## src/rtl/muldiv_ctrl_pkg.sv

```systemverilog
// Shared encodings for the multiply/divide sequencer: EX op codes, engine
// calc codes and controller state encodings.
package muldiv_ctrl_pkg;

    // HI/LO-class op codes presented by the EX stage; 3'd6/3'd7 are no-ops
    localparam logic [2:0] OP_MULT  = 3'd0;
    localparam logic [2:0] OP_MULTU = 3'd1;
    localparam logic [2:0] OP_DIV   = 3'd2;
    localparam logic [2:0] OP_DIVU  = 3'd3;
    localparam logic [2:0] OP_MTHI  = 3'd4;
    localparam logic [2:0] OP_MTLO  = 3'd5;

    // Calculator engine operation select
    typedef logic [1:0] cal_t;
    localparam cal_t CAL_MULT  = 2'd0;
    localparam cal_t CAL_MULTU = 2'd1;
    localparam cal_t CAL_DIV   = 2'd2;
    localparam cal_t CAL_DIVU  = 2'd3;

    typedef enum logic [1:0] {
        StIdle  = 2'd0,
        StIssue = 2'd1,
        StWait  = 2'd2,
        StDrain = 2'd3
    } state_e;

    function automatic logic is_div(input logic [2:0] op);
        return (op == OP_DIV) || (op == OP_DIVU);
    endfunction

endpackage

```

## src/rtl/muldiv_ctrl_if.sv

```systemverilog
// Bundle between the sequencer (master) and the multiply/divide engine (slave).
interface muldiv_ctrl_if;
    import muldiv_ctrl_pkg::*;

    logic        ena;     // held high for the whole operation
    cal_t        calc;
    logic [31:0] a;
    logic [31:0] b;
    logic        finish;  // level, stays high until ena drops
    logic [31:0] hi;      // remainder / high product
    logic [31:0] lo;      // quotient / low product

    modport master (output ena, calc, a, b, input finish, hi, lo);
    modport slave  (input ena, calc, a, b, output finish, hi, lo);

endinterface

```

## src/rtl/muldiv_wait_timer.sv

```systemverilog
// Cycle counter bounding how long the sequencer waits for the engine.
// expired is high while the count equals TIMEOUT_CYCLES-1.
module muldiv_wait_timer #(
    parameter int unsigned TIMEOUT_CYCLES = 64,
    parameter int unsigned CNT_W          = 7
) (
    input  logic clk,
    input  logic reset,
    input  logic clear,
    input  logic enable,
    output logic expired
);

    localparam logic [CNT_W-1:0] LAST = CNT_W'(TIMEOUT_CYCLES - 1);

    logic [CNT_W-1:0] count_q;

    // Count up while enabled; clear has priority over enable
    always_ff @(posedge clk) begin
        if (reset || clear) begin
            count_q <= '0;
        end else if (enable) begin
            count_q <= count_q + 1'b1;
        end
    end

    assign expired = (count_q == LAST);

endmodule

```

## src/rtl/muldiv_ctrl.sv

```systemverilog
// Sequencer between EX and the multiply/divide engine. Owns architectural
// HI/LO, drives the engine for the whole operation and stalls the pipeline
// while busy. Optional macro MDU_DIVZERO_BYPASS_EN: divide by zero completes
// in IDLE without using the engine.
module muldiv_ctrl
    import muldiv_ctrl_pkg::*;
#(
    parameter int unsigned TIMEOUT_CYCLES = 64,
    parameter int unsigned CNT_W          = 7
) (
    input  logic                clk,
    input  logic                reset,
    input  logic                op_valid,
    input  logic [2:0]          op,
    input  logic [31:0]         rs_data,
    input  logic [31:0]         rt_data,
    input  logic                mf_req,
    input  logic                flush,
    muldiv_ctrl_if.master       eng,
    output logic [31:0]         hi,
    output logic [31:0]         lo,
    output logic                op_ready,
    output logic                stall,
    output logic                done,
    output logic                timeout_err
);

    state_e      state_q, state_d;
    logic [31:0] hi_q, hi_d;
    logic [31:0] lo_q, lo_d;
    cal_t        calc_q;
    logic [31:0] a_q, b_q;
    logic        done_q, done_d;
    logic        tmo_q, tmo_d;
    logic        latch_op;
    logic        busy_ena;
    logic        tmr_clear, tmr_enable, tmr_expired;
    cal_t        op_cal;

    muldiv_wait_timer #(
        .TIMEOUT_CYCLES (TIMEOUT_CYCLES),
        .CNT_W          (CNT_W)
    ) u_timer (
        .clk     (clk),
        .reset   (reset),
        .clear   (tmr_clear),
        .enable  (tmr_enable),
        .expired (tmr_expired)
    );

    // Map the accepted op to the engine's calc code
    always_comb begin
        case (op)
            OP_MULTU: op_cal = CAL_MULTU;
            OP_DIV:   op_cal = CAL_DIV;
            OP_DIVU:  op_cal = CAL_DIVU;
            default:  op_cal = CAL_MULT;
        endcase
    end

    // Next-state, HI/LO writeback and handshake outputs
    always_comb begin
        state_d    = state_q;
        hi_d       = hi_q;
        lo_d       = lo_q;
        done_d     = 1'b0;
        tmo_d      = 1'b0;
        latch_op   = 1'b0;
        op_ready   = 1'b0;
        busy_ena   = 1'b0;
        tmr_clear  = 1'b0;
        tmr_enable = 1'b0;

        unique case (state_q)
            StIdle: begin
                op_ready = 1'b1;
                // flush outranks a presented op: nothing is accepted
                if (op_valid && !flush) begin
                    case (op)
                        OP_MTHI: hi_d = rs_data;
                        OP_MTLO: lo_d = rs_data;
                        OP_MULT, OP_MULTU, OP_DIV, OP_DIVU: begin
`ifdef MDU_DIVZERO_BYPASS_EN
                            if (is_div(op) && (rt_data == '0)) begin
                                hi_d   = rs_data;
                                lo_d   = '1;
                                done_d = 1'b1;
                            end else begin
                                latch_op = 1'b1;
                                state_d  = StIssue;
                            end
`else
                            latch_op = 1'b1;
                            state_d  = StIssue;
`endif
                        end
                        default: ;  // unknown op accepted as a no-op
                    endcase
                end
            end
            StIssue: begin
                busy_ena  = 1'b1;
                tmr_clear = 1'b1;
                state_d   = flush ? StDrain : StWait;
            end
            StWait: begin
                busy_ena   = 1'b1;
                tmr_enable = 1'b1;
                // Priority: flush, then finish, then timeout
                if (flush) begin
                    state_d = StDrain;
                end else if (eng.finish) begin
                    hi_d    = eng.hi;
                    lo_d    = eng.lo;
                    done_d  = 1'b1;
                    state_d = StDrain;
                end else if (tmr_expired) begin
                    tmo_d   = 1'b1;
                    state_d = StDrain;
                end
            end
            StDrain: begin
                // ena low for one cycle so the engine re-arms its edges
                state_d = StIdle;
            end
            default: state_d = StIdle;
        endcase
    end

    // State, HI/LO and latched operand registers
    always_ff @(posedge clk) begin
        if (reset) begin
            state_q <= StIdle;
            hi_q    <= '0;
            lo_q    <= '0;
            calc_q  <= '0;
            a_q     <= '0;
            b_q     <= '0;
            done_q  <= 1'b0;
            tmo_q   <= 1'b0;
        end else begin
            state_q <= state_d;
            hi_q    <= hi_d;
            lo_q    <= lo_d;
            done_q  <= done_d;
            tmo_q   <= tmo_d;
            if (latch_op) begin
                calc_q <= op_cal;
                a_q    <= rs_data;
                b_q    <= rt_data;
            end
        end
    end

    assign eng.ena     = busy_ena;
    assign eng.calc    = calc_q;
    assign eng.a       = a_q;
    assign eng.b       = b_q;
    assign hi          = hi_q;
    assign lo          = lo_q;
    assign done        = done_q;
    assign timeout_err = tmo_q;
    assign stall       = (op_valid && !op_ready) || (mf_req && (state_q != StIdle));

endmodule

```

## src/flat_wrapper.sv

```systemverilog
// flat-port wrapper written by rule: the top's interface ports become plain ports
module muldiv_ctrl_flat import muldiv_ctrl_pkg::*;
#(
    parameter int unsigned TIMEOUT_CYCLES = 64,
    parameter int unsigned CNT_W          = 7
)
  (clk, reset, op_valid, op, rs_data, rt_data, mf_req, flush, hi, lo, op_ready, stall, done, timeout_err, eng_ena, eng_calc, eng_a, eng_b, eng_finish, eng_hi, eng_lo);
  muldiv_ctrl_if eng_i ();
  input  logic clk;
  input  logic reset;
  input  logic op_valid;
  input  logic [2:0] op;
  input  logic [31:0] rs_data;
  input  logic [31:0] rt_data;
  input  logic mf_req;
  input  logic flush;
  output logic [31:0] hi;
  output logic [31:0] lo;
  output logic op_ready;
  output logic stall;
  output logic done;
  output logic timeout_err;
  output wire logic [$bits(eng_i.ena)-1:0] eng_ena;
  output wire logic [$bits(eng_i.calc)-1:0] eng_calc;
  output wire logic [$bits(eng_i.a)-1:0] eng_a;
  output wire logic [$bits(eng_i.b)-1:0] eng_b;
  input wire logic [$bits(eng_i.finish)-1:0] eng_finish;
  input wire logic [$bits(eng_i.hi)-1:0] eng_hi;
  input wire logic [$bits(eng_i.lo)-1:0] eng_lo;
  assign eng_ena = eng_i.ena;
  assign eng_calc = eng_i.calc;
  assign eng_a = eng_i.a;
  assign eng_b = eng_i.b;
  assign eng_i.finish = eng_finish;
  assign eng_i.hi = eng_hi;
  assign eng_i.lo = eng_lo;
  muldiv_ctrl #(.TIMEOUT_CYCLES(TIMEOUT_CYCLES), .CNT_W(CNT_W)) u_core (.clk(clk), .reset(reset), .op_valid(op_valid), .op(op), .rs_data(rs_data), .rt_data(rt_data), .mf_req(mf_req), .flush(flush), .eng(eng_i), .hi(hi), .lo(lo), .op_ready(op_ready), .stall(stall), .done(done), .timeout_err(timeout_err));
endmodule
```

## config.mk

```make
export PLATFORM = sky130hd
export DESIGN_NAME = muldiv_ctrl_flat
export DESIGN_NICKNAME = d
export VERILOG_FILES = /design/src/rtl/muldiv_ctrl_pkg.sv /design/src/rtl/muldiv_ctrl_if.sv /design/src/rtl/muldiv_wait_timer.sv /design/src/rtl/muldiv_ctrl.sv /design/src/flat_wrapper.sv
export SDC_FILE = /design/constraint.sdc
export NUM_CORES = 1
export LEC_CHECK = 0
export ABC_AREA = 1
export BUFFER_PORTS_ARGS = -buffer_cell sky130_fd_sc_hd__buf_4
export CAP_MARGIN = 15
export CORE_MARGIN = 10
export CORE_UTILIZATION = 49
export DETAILED_ROUTE_END_ITERATION = 10
export GPL_ROUTABILITY_DRIVEN = 0
export PLACE_DENSITY = 0.81
export RECOVER_POWER = 50
export SYNTH_ARGS = -nofsm -noshare
export SYNTH_HDL_FRONTEND = slang
export SYNTH_SLANG_ARGS = --single-unit
export TNS_END_PERCENT = 1
```

## constraint.sdc

```tcl
create_clock -name clk -period 1.8 [get_ports clk]
set_input_delay 0.18 -clock clk [delete_from_list [all_inputs] [get_ports clk]]
set_output_delay 0.18 -clock clk [all_outputs]
set_load 0.005 [all_outputs]
```

== After elaboration in Yosys (flattened, before gate mapping) ==
Index checks and enable logic that the tools add are counted.
Cells by class
  add/sub/neg operators: 1
  multiply operators: 0
  divide/modulo/power cells: 0
  $lt $le $gt $ge: 0
  equality and inequality tests: 16
  shifts and indexed selects: 0
  mux-type cells: 27
  bitwise logic cells: 1
  reduce and logical (&&, ||, !) cells: 18
Operators by type and width (count)
  32-bit 2-to-1 mux: 8
  32-bit case mux with 2 select lines: 2
  1-bit 2-to-1 mux: 10
  2-bit 2-to-1 mux: 5
  2-bit inequality test (second input constant): 5
  5-bit AND reduction: 2
  2-bit case mux with 4 select lines: 1
  4-bit OR reduction: 2
  7-bit by 1-bit adder with 7-bit output (second input constant): 1
  7-bit by 6-bit equality test with 1-bit output (second input constant): 1
  3-bit by 2-bit equality test with 1-bit output (second input constant): 2
  3-bit equality test (second input constant): 2
  2-bit case mux with 3 select lines: 1
  2-bit equality test (second input constant): 2
  4-bit by 3-bit inequality test with 1-bit output (second input constant): 1
  2-bit nonzero test: 2
  3-bit by 1-bit equality test with 1-bit output (second input constant): 1
  1-bit logical AND: 3
  3-bit logical NOT: 1
  3-bit AND reduction: 1
  3-bit OR reduction: 1
  2-bit by 1-bit equality test with 1-bit output (second input constant): 1
  1-bit logical NOT: 2
  2-bit logical NOT: 1
  4 further kinds: 5
Storage, ports and cells
  flip-flop bits (word level): 141
  latch bits: 0
  memory bits (writable): 0
  bits in read-only memories: 0
  input bits: 137
  output and inout bits: 135
  word-level logic and storage cells: 72
  memories: 0

== Longest topological paths before layout ==
Gate-level depths: netlist (run 1).
  word-level depth: 5
  mapped depth: 11
  gate-level depth less buffers: 9

== Modules after synthesis ==
From an unflattened synthesis (run 1), not the netlist that was laid out.
Unflattened totals
  cell total of the unflattened synthesis: 974
  area total of the unflattened synthesis: 6505.0 µm²
By module, submodules not included
  muldiv_ctrl: times used 1, cells an instance 925, area an instance 6168.4 µm², seq. area each 2682.6 µm²
  muldiv_wait_timer: times used 1, cells an instance 49, area an instance 336.6 µm², seq. area each 140.1 µm²

== Worst setup path before layout (run 1) ==
No wires, ideal clock.
  path kind: register to register
  from: register u_core.state_q[0]
  to: register u_core.hi_q[11] (netlist: u_core.hi[11])
  setup time: 0.113 ns
  data arrival time: 1.465 ns
  data required time: 1.687 ns
  path slack: 0.222 ns
  cell stages (with the launch flop): 9
  buffers on the path: 2
  period minus slack after synthesis: 1.578 ns
  cell sequence: dfxtp_1 > inv_1 > ha_1 > buf_4 > nand2_1 > clkbuf_1 > nand4_1 > nand2_1 > nor2_1
On the way
  word-level cells in the longest chain between the ends: 3
  elaborated cells on any way between the ends: 9
  classes of those cells: eq/ne (5); mux (1); reduce/logical (3)
RTL lines
  from (decl): RTL line muldiv_ctrl.sv:28  | state_e state_q, state_d;
  from (signal assigned): RTL line muldiv_ctrl.sv:133  | state_q <= StIdle;
  from (signal assigned): RTL line muldiv_ctrl.sv:142  | state_q <= state_d;
  2-bit equality test / 2-bit logical NOT (equally long branches): RTL line muldiv_ctrl.sv:74  | unique case (state_q)
  2-bit inequality test (no source line) (tied with other cells)
  5-bit AND reduction (no source line)
  to (signal assigned): RTL line muldiv_ctrl.sv:143  | hi_q <= hi_d;
  to (decl): RTL line muldiv_ctrl.sv:29  | logic [31:0] hi_q, hi_d;
Parallel ways exist; a longest one is shown, timed or not.
A chain may end at the register's enable or synchronous reset.

== Worst setup path in the final report (run 1) ==
  from: register u_core.state_q[1]
  to: output stall
On the way
  word-level cells in the longest chain between the ends: 5
  elaborated cells on any way between the ends: 7
  classes of those cells: mux (1); reduce/logical (6)
RTL lines
  2-bit logical NOT: RTL line muldiv_ctrl.sv:74
  1-bit 2-to-1 mux: RTL line muldiv_ctrl.sv:74
  1-bit logical NOT: RTL line muldiv_ctrl.sv:163  | assign stall = (op_valid && !op_ready) || (mf_req && (state_q != StIdle));
  1-bit logical AND: RTL line muldiv_ctrl.sv:163
  1-bit logical OR *: RTL line muldiv_ctrl.sv:163
  to (decl): RTL line flat_wrapper.sv:20  | output logic stall;
Every way passes the cells marked *; elsewhere a longest branch is shown, timed or not.

==> results of run 1 <==
==> power by group through the flow <==
stage / registers (uW) / clock network, uW / logic, uW
5_1_grt: 4640 / 3420 / 6500
3_3_place_gp: 4560 / 0 / 6020
6_report: 4540 / 3260 / 5830
2_1_floorplan: 4620 / 0 / 3380
4_1_cts: 4550 / 3290 / 6190
3_5_place_dp: 4600 / 0 / 6070
==> through the flow <==
stage | hold WS (ns) | setup WS [ns]
after floorplan | 0.257 | 0.222
after global placement | 0.366 | 0.142
after detailed placement | 0.370 | 0.0637
after CTS | 0.000418 | 0.0215
after global routing | 0.0386 | 0.0217
final | 0.0195 | 0.0849
==> synth_stat cells, drive strengths merged, types with 3 or more instances <==
cell type	instances
nand3	4
inv	115
nand2	155
dfxtp	141
ha	5
o21ai	68
nor3	3
buf	56
a21oi	39
nand4	64
nor2	339
clkbuf	13
==> worst register-to-register path: stages, from the launching register on <==
cell     delay, ns
dfxtp_2       0.34
inv_2         0.13
ha_4          0.20
nand2_2       0.10
nand2_1       0.08
nand3_2       0.13
nor2_4        0.18
buf_12        0.18
nor2_1        0.06
nor2_1        0.11
==> worst max-delay path by stage <==
stage	startpoint	to	slack, ns
after detailed placement	u_core.state_q[0]	u_core.lo[9]	0.06
after CTS	u_core.state_q[0]	stall	0.02
after global placement	u_core.state_q[0]	u_core.eng.b[5]	0.14
final	u_core.state_q[1]	stall	0.08
after global routing	u_core.state_q[1]	stall	0.02
after floorplan	u_core.state_q[0]	u_core.hi[11]	0.22
==> layout make-up <==
type,instances,area (um^2),area share
Timing Repair Buffer,324,2400,0.254
Clock inverter,2,35.0,0.00372
Multi-Input combinational cell,684,3010,0.320
Tap cell,176,220,0.0234
Inverter,115,433,0.0459
Clock buffer,24,502,0.0532
Sequential cell,141,2830,0.300
==> metal layers <==
metal  global-route usage  routed length, um  vias up
met1                0.282               8820     3340
met5                    0                  0        -
li1                     -                  -     3672
met4               0.0890                513        0
met2                0.408              11400      381
met3                0.118               3360       46
==> kinds of logic (layout without fill, tap and decap cells) <==
kind of cell	count (synthesis)	count (layout)
buf+inv	184	465
compound gates	109	109
simple gates	569	569
flops	141	141
fa+ha+maj	5	5
xor+xnor	1	1
==> flip-flops by register name, summed over array words and instances, names as in the netlist <==
register / cells
u_core.eng.b: 32
u_core.timeout_err: 1
u_core.eng.a: 32
u_core.state_q: 2
u_core.eng.calc: 2
u_core.u_timer.count_q: 7
u_core.hi: 32
u_core.lo: 32
u_core.done: 1
==> what timing repair did <==
item / 4_1_cts / 5_1_grt
endpoints found under the setup margin: 1 / 59
endpoints found under the hold margin: 32 / 0
gates resized for setup: 2 / 5
hold buffers: 32 / 0
==> summary.md, run 1 <==
| Metric | Value |
|---|---|
| Buf+Inv Stages, Crit Path | `3` |
| CP Data Arrival Time | `1.54 ns` |
| Min Tclk post-route | `1.72 ns` |
| Pin count of the biggest net entering global routing | `69` |
| Clk Latency, worst-skew pair | `0.42 ns` |
| Synth warn | `0` |
| Starting DRT DRC Count | `446` |
| Initial antenna violation count | `0` |
| Clock share of power | `0.239` |
| Hold depth | `3` |
| Syn nets | `1,151` |
| WL final | `24,100 um` |
| Leakage power | `0.00488 uW` |
| Number of setup buffers added after CTS | `0` |
| Post-synthesis simple-gate area fraction | `0.349` |
| Placed Cells | `1,408` |
| Combinational share of power | `0.428` |
| Register-to-Register Path Depth | `9` |
| Core ar. | `13,300 um^2` |
| # fillers | `1,166` |
| Main combinational cell family by area after synthesis | `simple AND/OR/NAND/NOR gates` |
| Clock slew at reported path FFs | `0.05 ns` |
| Setup TNS | `0 ns` |
| Final Setup Violations | `0` |
| Yosys reg bits | `141` |
| Slew Limit Fails | `0` |
| WS Path Type | `register to output port` |
| CP Capture Type | `output port` |
| CTS sink cnt | `141` |
| Routed WL per cell | `16.5 um` |
| Post-DP HPWL | `16,900 um` |
| Slew @ Worst Pin | `0.304 ns` |
| Critical Path Slowest Stage Cell | `dfxtp_2` |
| Fraction of layout instances using a drive strength above 1 | `0.201` |
| # H-tree levels | `4` |
| Port bufs | `271` |
| First-pass GRT wire length | `37,300 um` |
| Synth Instances | `1,009` |
| Part of the cycle the worst path needs | `0.953` |
| Top Ports | `272` |
| Die Footprint | `18,800 um^2` |
| Synth Area in XOR/XNOR | `0.00130` |
| Largest area contributor in the netlist | `dfxtp_1` |
| Number of diodes | `0` |
| Final hold violations | `0` |
| FFs w/ async S/R, synth | `0` |
| Outcome | `completed` |
| Area share of fa/ha/maj cells after synthesis | `0.00932` |
| Post-synth EDFFs | `0` |
| Top FF cell, synth | `dfxtp_1` |
| Drt pass-1 iters | `5` |
| Hold Startpoint | `rt_data[5]` |
| Net switching power | `5100 uW` |
| Die width | `137 um` |
| Final cell count without fillers | `1,466` |
| Overall Power | `13,600 uW` |
| R2R Setup Slk | `0.24 ns` |
| Post-Syn Area | `6710 um^2` |
| Layout area overhead | `40.4%` |
| Pwr Density | `1450 nW/um^2` |
| Peak VDD IR | `792 uV` |
| Crit path max-delay family | `flip-flops` |
| Clock Path Buffers | `2` |
| RR Startpoint | `u_core.state_q[0]` |
| Post-synthesis mux area share | `0` |
| Std cell rows | `42` |
| Critical path launch point type | `register` |
| Worst R2R End | `u_core.lo[9]` |
| Top-area cell type share of the netlist area | `0.421` |
| Worst Clk Skew | `0.0116 ns` |
| Fmax achieved | `583 MHz` |
| Worst path max stage delay | `0.37 ns` |
| RSZ-0062 raised after global routing | `false` |
| Grt total ovfl | `0` |
| Most used cell along the critical path | `buf_4` |
| CP cell instances | `inv_2 > ha_4 > buf_4 > nor2_1 > buf_4` |
| CTS Buf Count | `17` |
| Most frequent cells in the layout | `nor2_1, nand2_1, buf_4` |
| Compound-cell area share of the yosys netlist | `0.0835` |
| Final ANT Viol Nets | `0` |
| Gr usage total | `0.251` |
| Seq pwr share | `0.333` |
| TritonCTS clock tree | `built` |
| Switching Share | `0.374` |
| Synth unique cells | `29` |
| Commonest non-fill, non-tap cell in the layout | `nor2_1` |
| Top cells by area, synth | `dfxtp_1, nor2_1, nand2_1` |
| Crit path max fanout | `8` |
| Crit. path cell count | `5` |
| Post-layout util | `0.706` |
| Slew HR | `0.798` |
| Worst EP required | `1.62 ns` |
| Worst min path class | `input pin to register` |
| Initial Util | `0.503` |
| NumNets Final | `1,425` |
| Seq/Total Area, Yosys | `0.421` |
| DRC | `0` |
| Vias in the first global route | `7,001` |
| Mean post-synth cell area | `6.65 um^2` |
| Final Cell Area | `9430 um^2` |
| Clock Tree Root | `clkbuf_16` |
| Via density | `5.07` |
| Hold endpoint | `u_core.eng.b[5]` |
| DR vias | `7,439` |
| Dpl cell area | `8830 um^2` |
| Max-Cap Viols | `0` |
| P_int | `8530 uW` |
| Die Y | `137 um` |
Power figures use the tool's default switching activity.
==> run 2: changes to the inputs <==
Settings changed: SETUP_SLACK_MARGIN from default to 0.5.
==> summary.md, run 2 (synthesis results as in run 1) <==
| Metric | Value |
|---|---|
| Crit path max fanout | `6` |
| # H-tree levels | `4` |
| First-pass GRT wire length | `38,100 um` |
| Max-Cap Viols | `0` |
| Number of diodes | `0` |
| Crit. Startpoint | `u_core.state_q[0]` |
| Hold Startpoint | `rt_data[22]` |
| DRC | `0` |
| Clock Tree Root | `clkbuf_16` |
| Via density | `5.10` |
| CTS sink cnt | `141` |
| Starting DRT DRC Count | `496` |
| DR vias | `7,530` |
| Final Setup Violations | `0` |
| Clock slew at reported path FFs | `0.06 ns` |
| RSZ-0062 raised after global routing | `true` |
| Min Tclk post-route | `1.65 ns` |
| Leakage power | `0.00500 uW` |
| CP Data Arrival Time | `1.47 ns` |
| Worst EP required | `1.62 ns` |
| Final hold violations | `0` |
| Die Y | `137 um` |
| Critical path launch point type | `register` |
| Clk Latency, worst-skew pair | `0.43 ns` |
| Worst min path class | `input pin to register` |
| Most frequent cells in the layout | `nor2_1, nand2_1, buf_4` |
| RR Startpoint | `u_core.state_q[0]` |
| Layout area overhead | `44.2%` |
| Initial Util | `0.503` |
| Gr usage total | `0.255` |
| Grt total ovfl | `0` |
| Worst hold margin | `0.00582 ns` |
| Die Footprint | `18,800 um^2` |
| # fillers | `1,128` |
| Worst Clk Skew | `0.00898 ns` |
| Fraction of layout instances using a drive strength above 1 | `0.221` |
| Fmax achieved | `605 MHz` |
| Post-DP HPWL | `16,800 um` |
| Clock Path Buffers | `2` |
| Commonest non-fill, non-tap cell in the layout | `nor2_1` |
| Std cell rows | `42` |
| Drt pass-1 iters | `5` |
| Outcome | `completed` |
| Core ar. | `13,300 um^2` |
| Vias in the first global route | `7,211` |
| Pwr Density | `1500 nW/um^2` |
| Part of the cycle the worst path needs | `0.918` |
| Final ANT Viol Nets | `0` |
| Top Ports | `272` |
| WS Path Type | `register to output port` |
| CTS Buf Count | `17` |
| Slew HR | `0.730` |
| Slew Limit Fails | `0` |
| Die width | `137 um` |
| Pin count of the biggest net entering global routing | `62` |
| Slew @ Worst Pin | `0.404 ns` |
| NumNets Final | `1,430` |
| Routed WL per cell | `17.3 um` |
| Peak VDD IR | `1040 uV` |
| CP Capture Type | `output port` |
| Setup TNS | `0 ns` |
| Port bufs | `271` |
| Initial antenna violation count | `0` |
| TritonCTS clock tree | `built` |
| WL final | `25,500 um` |
## run 2: where the power goes
part,switching [uW],internal [uW]
Combinational,3540,2640
Clock,1350,2400
Sequential,518,4040
Total,5410,9080
## run 2: routing by layer
metal | global-route usage | routed length, um
met4 | 0.0808 | 532
met1 | 0.288 | 9800
met3 | 0.111 | 2980
met2 | 0.426 | 12200
met5 | 0 | 0
## run 2: worst max-delay path, stage by stage, from the launching register on
cell	delay (ns)
dfxtp_1	0.41
inv_6	0.07
ha_4	0.19
buf_6	0.14
nor2_2	0.11
buf_4	0.12
## run 2: metrics by stage
stage / area (um^2) / utilization / total power [uW] / worst slack, ns / std cells
after floorplan: 6760 / - / 8090 / 0.372 / 1009
after global placement: 8840 / 0.662 / 10600 / 0.321 / 1407
after detailed placement: 8840 / 0.662 / 10700 / 0.262 / 1407
after CTS: 9820 / 0.735 / 14500 / 0.261 / 1470
after global routing: 9680 / 0.725 / 15400 / 0.0870 / 1477
final: 9680 / 0.725 / 14500 / 0.148 / 1477
## run 2: path summary, 6_finish.rpt
| path | slack, ns | endpoint | depth (start not counted) |
|---|---|---|---|
| max | 0.15 | stall | 5 |
| min | 0.006 | u_core.eng.b[22] | 3 |
| max reg2reg | 0.18 | u_core.hi[23] | 8 |
| min reg2reg | 0.47 | u_core.hi[9] | 2 |
## run 2: repair_timing
action	CTS	global route
resized for setup	4	23
hold endpoints to repair	30	0
cloned	1	3
setup buffers	0	4
pin swaps	2	17
endpoints found under the setup margin	138	142
hold buffers	30	0
## run 2: layout make-up
cell class,count,area [um^2],area share
sequential,141,2830,0.292
multi-input combinational,684,3070,0.317
clock inverter,9,130,0.0134
inverter,115,440,0.0455
tap,176,220,0.0227
timing repair buffer,329,2490,0.257
clock buffer,23,508,0.0525
